`src/rtl/i2c_mst_ctrl_byte.sv`:
```
// Byte-level I2C master sequencer: expands one host request into START / data / ACK / STOP
// bit commands for the downstream bit controller, MSB first, with clean abort on arbitration loss.
module i2c_mst_ctrl_byte #(
   parameter int BITS = 8
) (
   input  logic            clk,
   input  logic            rst,
   input  logic            start,
   input  logic            stop,
   input  logic            read,
   input  logic            write,
   input  logic            ack_in,
   input  logic [BITS-1:0] din,
   output logic            cmd_ack,
   output logic            ack_out,
   output logic [BITS-1:0] dout,
   output logic            i2c_al,
   output logic [3:0]      core_cmd,
   output logic            core_txd,
   input  logic            core_ack,
   input  logic            core_rxd,
   input  logic            core_al
);

   // state    | meaning
   // ST_IDLE  | waiting for a host request, core_cmd = NOP
   // ST_START | START condition in flight
   // ST_WRITE | data bit being transmitted
   // ST_READ  | data bit being received
   // ST_ACK   | ACK bit: received after a write, driven after a read
   // ST_STOP  | STOP condition in flight

   localparam int CW = (BITS > 1) ? $clog2(BITS) : 1;

   localparam logic [3:0] CMD_NOP   = 4'b0000;
   localparam logic [3:0] CMD_START = 4'b0001;
   localparam logic [3:0] CMD_STOP  = 4'b0010;
   localparam logic [3:0] CMD_WRITE = 4'b0100;
   localparam logic [3:0] CMD_READ  = 4'b1000;

   typedef enum logic [2:0] {
      ST_IDLE,
      ST_START,
      ST_WRITE,
      ST_READ,
      ST_ACK,
      ST_STOP
   } state_t;

   state_t          state;
   logic [BITS-1:0] sreg;
   logic [CW-1:0]   cnt;

   always_ff @(posedge clk or posedge rst) begin
      if (rst) begin
         state    <= ST_IDLE;
         core_cmd <= CMD_NOP;
         core_txd <= 1'b0;
         sreg     <= '0;
         cnt      <= '0;
         cmd_ack  <= 1'b0;
         ack_out  <= 1'b0;
         dout     <= '0;
         i2c_al   <= 1'b0;
      end else begin
         cmd_ack <= 1'b0;
         i2c_al  <= 1'b0;
         if (core_al) begin
            state    <= ST_IDLE;
            core_cmd <= CMD_NOP;
            core_txd <= 1'b0;
            i2c_al   <= 1'b1;
            cmd_ack  <= 1'b1;
         end else begin
            case (state)
               ST_IDLE: begin
                  // cmd_ack blocks a relaunch while the host still holds the finished request
                  if ((start | read | write | stop) & ~cmd_ack) begin
                     sreg <= din;
                     cnt  <= CW'(BITS - 1);
                     if (start) begin
                        state    <= ST_START;
                        core_cmd <= CMD_START;
                     end else if (read) begin
                        state    <= ST_READ;
                        core_cmd <= CMD_READ;
                     end else if (write) begin
                        state    <= ST_WRITE;
                        core_cmd <= CMD_WRITE;
                        core_txd <= din[BITS-1];
                     end else begin
                        state    <= ST_STOP;
                        core_cmd <= CMD_STOP;
                     end
                  end
               end
               ST_START: begin
                  if (core_ack) begin
                     if (read) begin
                        state    <= ST_READ;
                        core_cmd <= CMD_READ;
                     end else if (write) begin
                        state    <= ST_WRITE;
                        core_cmd <= CMD_WRITE;
                        core_txd <= sreg[BITS-1];
                     end else begin
                        state    <= ST_IDLE;
                        core_cmd <= CMD_NOP;
                        cmd_ack  <= 1'b1;
                     end
                  end
               end
               ST_WRITE: begin
                  if (core_ack) begin
                     sreg <= sreg << 1;
                     if (cnt != '0) begin
                        cnt      <= cnt - 1'b1;
                        core_txd <= sreg[BITS-2];
                     end else begin
                        state    <= ST_ACK;
                        core_cmd <= CMD_READ;
                        core_txd <= 1'b1;
                     end
                  end
               end
               ST_READ: begin
                  if (core_ack) begin
                     sreg <= {sreg[BITS-2:0], core_rxd};
                     if (cnt != '0) begin
                        cnt <= cnt - 1'b1;
                     end else begin
                        state    <= ST_ACK;
                        core_cmd <= CMD_WRITE;
                        core_txd <= ack_in;
                        dout     <= {sreg[BITS-2:0], core_rxd};
                     end
                  end
               end
               ST_ACK: begin
                  if (core_ack) begin
                     // a READ bit command in the ACK phase means the byte was a write
                     if (core_cmd == CMD_READ)
                        ack_out <= core_rxd;
                     if (stop) begin
                        state    <= ST_STOP;
                        core_cmd <= CMD_STOP;
                     end else begin
                        state    <= ST_IDLE;
                        core_cmd <= CMD_NOP;
                        cmd_ack  <= 1'b1;
                     end
                  end
               end
               ST_STOP: begin
                  if (core_ack) begin
                     state    <= ST_IDLE;
                     core_cmd <= CMD_NOP;
                     cmd_ack  <= 1'b1;
                  end
               end
               default: begin
                  state    <= ST_IDLE;
                  core_cmd <= CMD_NOP;
               end
            endcase
         end
      end
   end

endmodule

```
`config.mk`:
```
export PLATFORM = sky130hd
export DESIGN_NAME = i2c_mst_ctrl_byte
export DESIGN_NICKNAME = d
export VERILOG_FILES = /design/src/rtl/i2c_mst_ctrl_byte.sv
export SDC_FILE = /design/constraint.sdc
export NUM_CORES = 1
export LEC_CHECK = 0
export BUFFER_PORTS_ARGS = -buffer_cell sky130_fd_sc_hd__buf_2
export CORE_MARGIN = 3
export CORE_UTILIZATION = 54
export CTS_CLUSTER_SIZE = 10
export DETAILED_ROUTE_END_ITERATION = 8
export PLACE_DENSITY = 0.83
export SLEW_MARGIN = 20
export SYNTH_ARGS = -nofsm -noshare
export SYNTH_HDL_FRONTEND = slang
export SYNTH_SLANG_ARGS = --single-unit
export TNS_END_PERCENT = 10
```
`constraint.sdc`:
```
create_clock -name clk -period 2.22 [get_ports clk]
set_clock_uncertainty 0.05 [all_clocks]
set_input_delay 0 -clock clk [delete_from_list [all_inputs] [get_ports clk]]
set_output_delay 0 -clock clk [all_outputs]
set_load 0.02 [all_outputs]
```
==> results.toml <==
[route]
wl_um = 4660
drt_pass1_iterations = 4
drt-vias-per-instance = 6.05
drt-initial-drc-count = 178
detail_route.drc_violations = 0
wl_per_cell_um = 17.6
final_antenna_net_count = 0
dr_total_vias = 1602

[pwr]
clockPowerShare_pct = 20.3
comb_power_share_pct = 42.4
p_leak_uw = 0.00105
switching_share_pct = 40.2
max_ir_drop_vdd_v = 0.000689
seq_power_share_pct = 37.4
cellInternalPower_uw = 1310
power.density_mw_per_mm2 = 1030
psw_uw = 883

[critical_path]
kind_of_critical_path = "flip-flop to flip-flop"
r2r_end = "dout[6]"
worstPathArrival_ns = 2.05
slowest_delay_ns = 0.54
critical_path.max_fanout = 8
timing.critical_path.slowest_stage_cell = "or3_1"
rr_startpoint = "cnt[0]"
r2r.worst_path.cells = 5
critical_path_required_ns = 2.40
setup.worst_path.start_class = "flip-flop"
worst-r2r-setup-slack_ns = 0.35
category_of_the_worst_setup_path_capture_point = "flip-flop"
critical_path.cell_chain = "inv_1 -> ha_1 -> nand3b_1 -> or3_1 -> mux2_2"

[cts]
clock_path_buffers = 2
clk_pin_slew_worst_paths_ns = 0.10
insertion_delay_ns = 0.34
clock_tree.htree_level_count = 2
cts.repair_timing.setup_buffer_count = 0
clock_sinks = 30
cts.root.buffer_cell = "clkbuf_4"
cts_inserted_buffers = 5
tritoncts = "built"

[logic_synthesis]
synth_area_sq_mm = 0.00173
synth-edff-count = 0
library_cells_used_by_synthesis = 44
gate_count_after_technology_mapping = 174
yosys_warnings = 0
sequential_cell_area_fraction_in_the_yosys_report_pct = 43.4
post_synth.cell_area_avg_sq_um = 9.94
synth-async-reset-ratio_pct = 100
syn-num-nets = 194
synth_seq_cells = 30
synth_ff_type = "dfrtp_1"

[timing]
rsz0062_at_grt = "false"
tns_ns = 0
holdWs_ns = 0.0531
finalCritPeriodShare_pct = 84.1
setup_violations = 0
fin_ws_ns = 0.353
slew_viol_final = 0
period_needed_ns = 1.87
finalHoldViolCount = 0
clock.fmax_ghz = 0.536
slew_worst_pin_ns = 0.467
timing.max_slew.rel_slack_pct = 68.8

[outcome]
status = "completed"

[global_route]
grt_busiest_layer = "met2"
overflow = 0
grt.met1_usage_pct = 30.3
grt_first_pass_wirelength_um = 7650
vias_in_the_first_global_route = 1584
global_route.usage.total_pct = 25.1
antenna_found_initial = 0
grt.met3_usage_pct = 5.40
grt_util_met2_pct = 43.9
grt_start_max_net_pins = 31

[floorplan]
starting_density_pct = 59.7
fp.coreArea_sq_mm = 0.00290
core.rowCount = 19
boundaryPins = 34
die_height_um = 62.6
die_w_um = 62.6
floorplan.die_area_sq_mm = 0.00392

[placement]
place_congestion = 0.870
numPortBuffers = 33
place_worst_setup_slack_ns = 0.375
hpwlAfterDp_um = 3280

[finish]
area.growth.synth_to_final_pct = 23.4
final_util_pct = 73.6
nets = 242
ant_diodes = 0
ratio_of_cells_with_drive_above_1_in_the_final_layout_pct = 29.1

[worst_hold_path]
worst_hold_path_type = "input port to flip-flop"
min_path_cells = 2
hold-path-endpoint = "cmd_ack"
min-delay-start = "core_ack"

[run]
drv_cap = 0
==> area by class of cell <==
cell class / instances / area (sq um)
multi-input combinational: 123 / 882
fill: 216 / 764
sequential: 30 / 751
timing repair buffer: 51 / 330
tap: 42 / 52.6
clock buffer: 6 / 41.3
inverter: 11 / 41.3
clock inverter: 2 / 37.5
==> metal layers <==
layer	part of all wire, %	routed length [um]	vias up
met5	0	0	-
li1	-	-	732
met4	1.7	78	0
met3	6.5	305	9
met1	40	1860	793
met2	52	2420	68
==> flip-flops by register name, indices dropped and copies added (netlist names) <==
| name | cells |
|---|---|
| sreg | 8 |
| state | 3 |
| cnt | 3 |
| core_cmd | 4 |
| i2c_al | 1 |
| core_txd | 1 |
| cmd_ack | 1 |
| dout | 8 |
| ack_out | 1 |
==> how the worst max path moves through the flow <==
stage             start      end  slack, ns  cells after the start
3_3_place_gp   state[0]  sreg[0]       0.41                      4
3_5_place_dp     cnt[0]  dout[6]       0.37                      5
5_1_grt          cnt[0]  dout[4]       0.25                      5
4_1_cts          cnt[0]  dout[6]       0.36                      5
2_1_floorplan  state[0]  sreg[0]       0.46                      6
6_report         cnt[0]  dout[6]       0.35                      5
==> placed cells by master (no fill, tap or decap), drive strengths merged, types with 2 or more instances in the layout <==
cell          n
a21oi         5
a311oi        2
buf          39
clkbuf        6
dfrtp        30
dlygate4sd3  12
ha            2
inv          11
mux2         11
mux2i         9
nand2        12
nand2b        5
nand3         6
nand3b        2
nor2          9
nor2b         2
nor3          2
o21ai        24
o22a          2
o2bb2ai       2
o31ai         2
o32ai         4
or2           2
or3           3
or4           2
==> metrics by stage <==
stage / power (uW) / instance area (sq um) / cells
2_1_floorplan: 1470 / 1730 / 174
3_3_place_gp: 1690 / 1940 / 245
3_5_place_dp: 1720 / 1940 / 245
4_1_cts: 2180 / 2140 / 265
5_1_grt: 2330 / 2140 / 265
6_report: 2200 / 2140 / 265
==> cells by family after synthesis <==
logic type / synth area share [%]
buffers and inverters: 5.64
AO/OA/AOI/OAI: 19.5
multiplexers: 12.6
flip-flops: 43.4
adder cells (fa/ha/maj): 1.45
AND/OR/NAND/NOR: 17.5
==> worst max-delay path, delay by kind of cell (launching register included) <==
kind	cells	cell delay, ns
fa+ha+maj	1	0.21
flops	1	0.40
simple gates	2	0.68
mux	1	0.34
buf+inv	1	0.09
==> synthesized netlist by cell type (all sizes together), types with 3 or more instances <==
cell | number | area (sq um)
buf | 6 | 41.3
a21oi | 5 | 25.0
nor2 | 9 | 33.8
nand2 | 12 | 45.0
inv | 11 | 41.3
clkbuf | 4 | 15.0
o21ai | 24 | 120
or3 | 3 | 23.8
nand3 | 6 | 30.0
o32ai | 4 | 35.0
nand2b | 5 | 38.8
mux2 | 11 | 128
dfrtp | 30 | 751
mux2i | 9 | 90.1
==> power groups by stage <==
stage               sequential, uW  clock [uW]  combinational (uW)
global route                   837         475                1010
floorplan                      796           0                 677
finish                         820         445                 931
CTS                            813         452                 920
global placement               811           0                 874
detailed placement             824           0                 898
==> timing repair <==
action / CTS / global route
hold buffers: 12 / 0
endpoints found under the hold margin: 45 / 0
setup endpoints to repair: 0 / 0
gates resized for setup: 0 / 0
No activity file was read; power rests on OpenSTA's default activity.
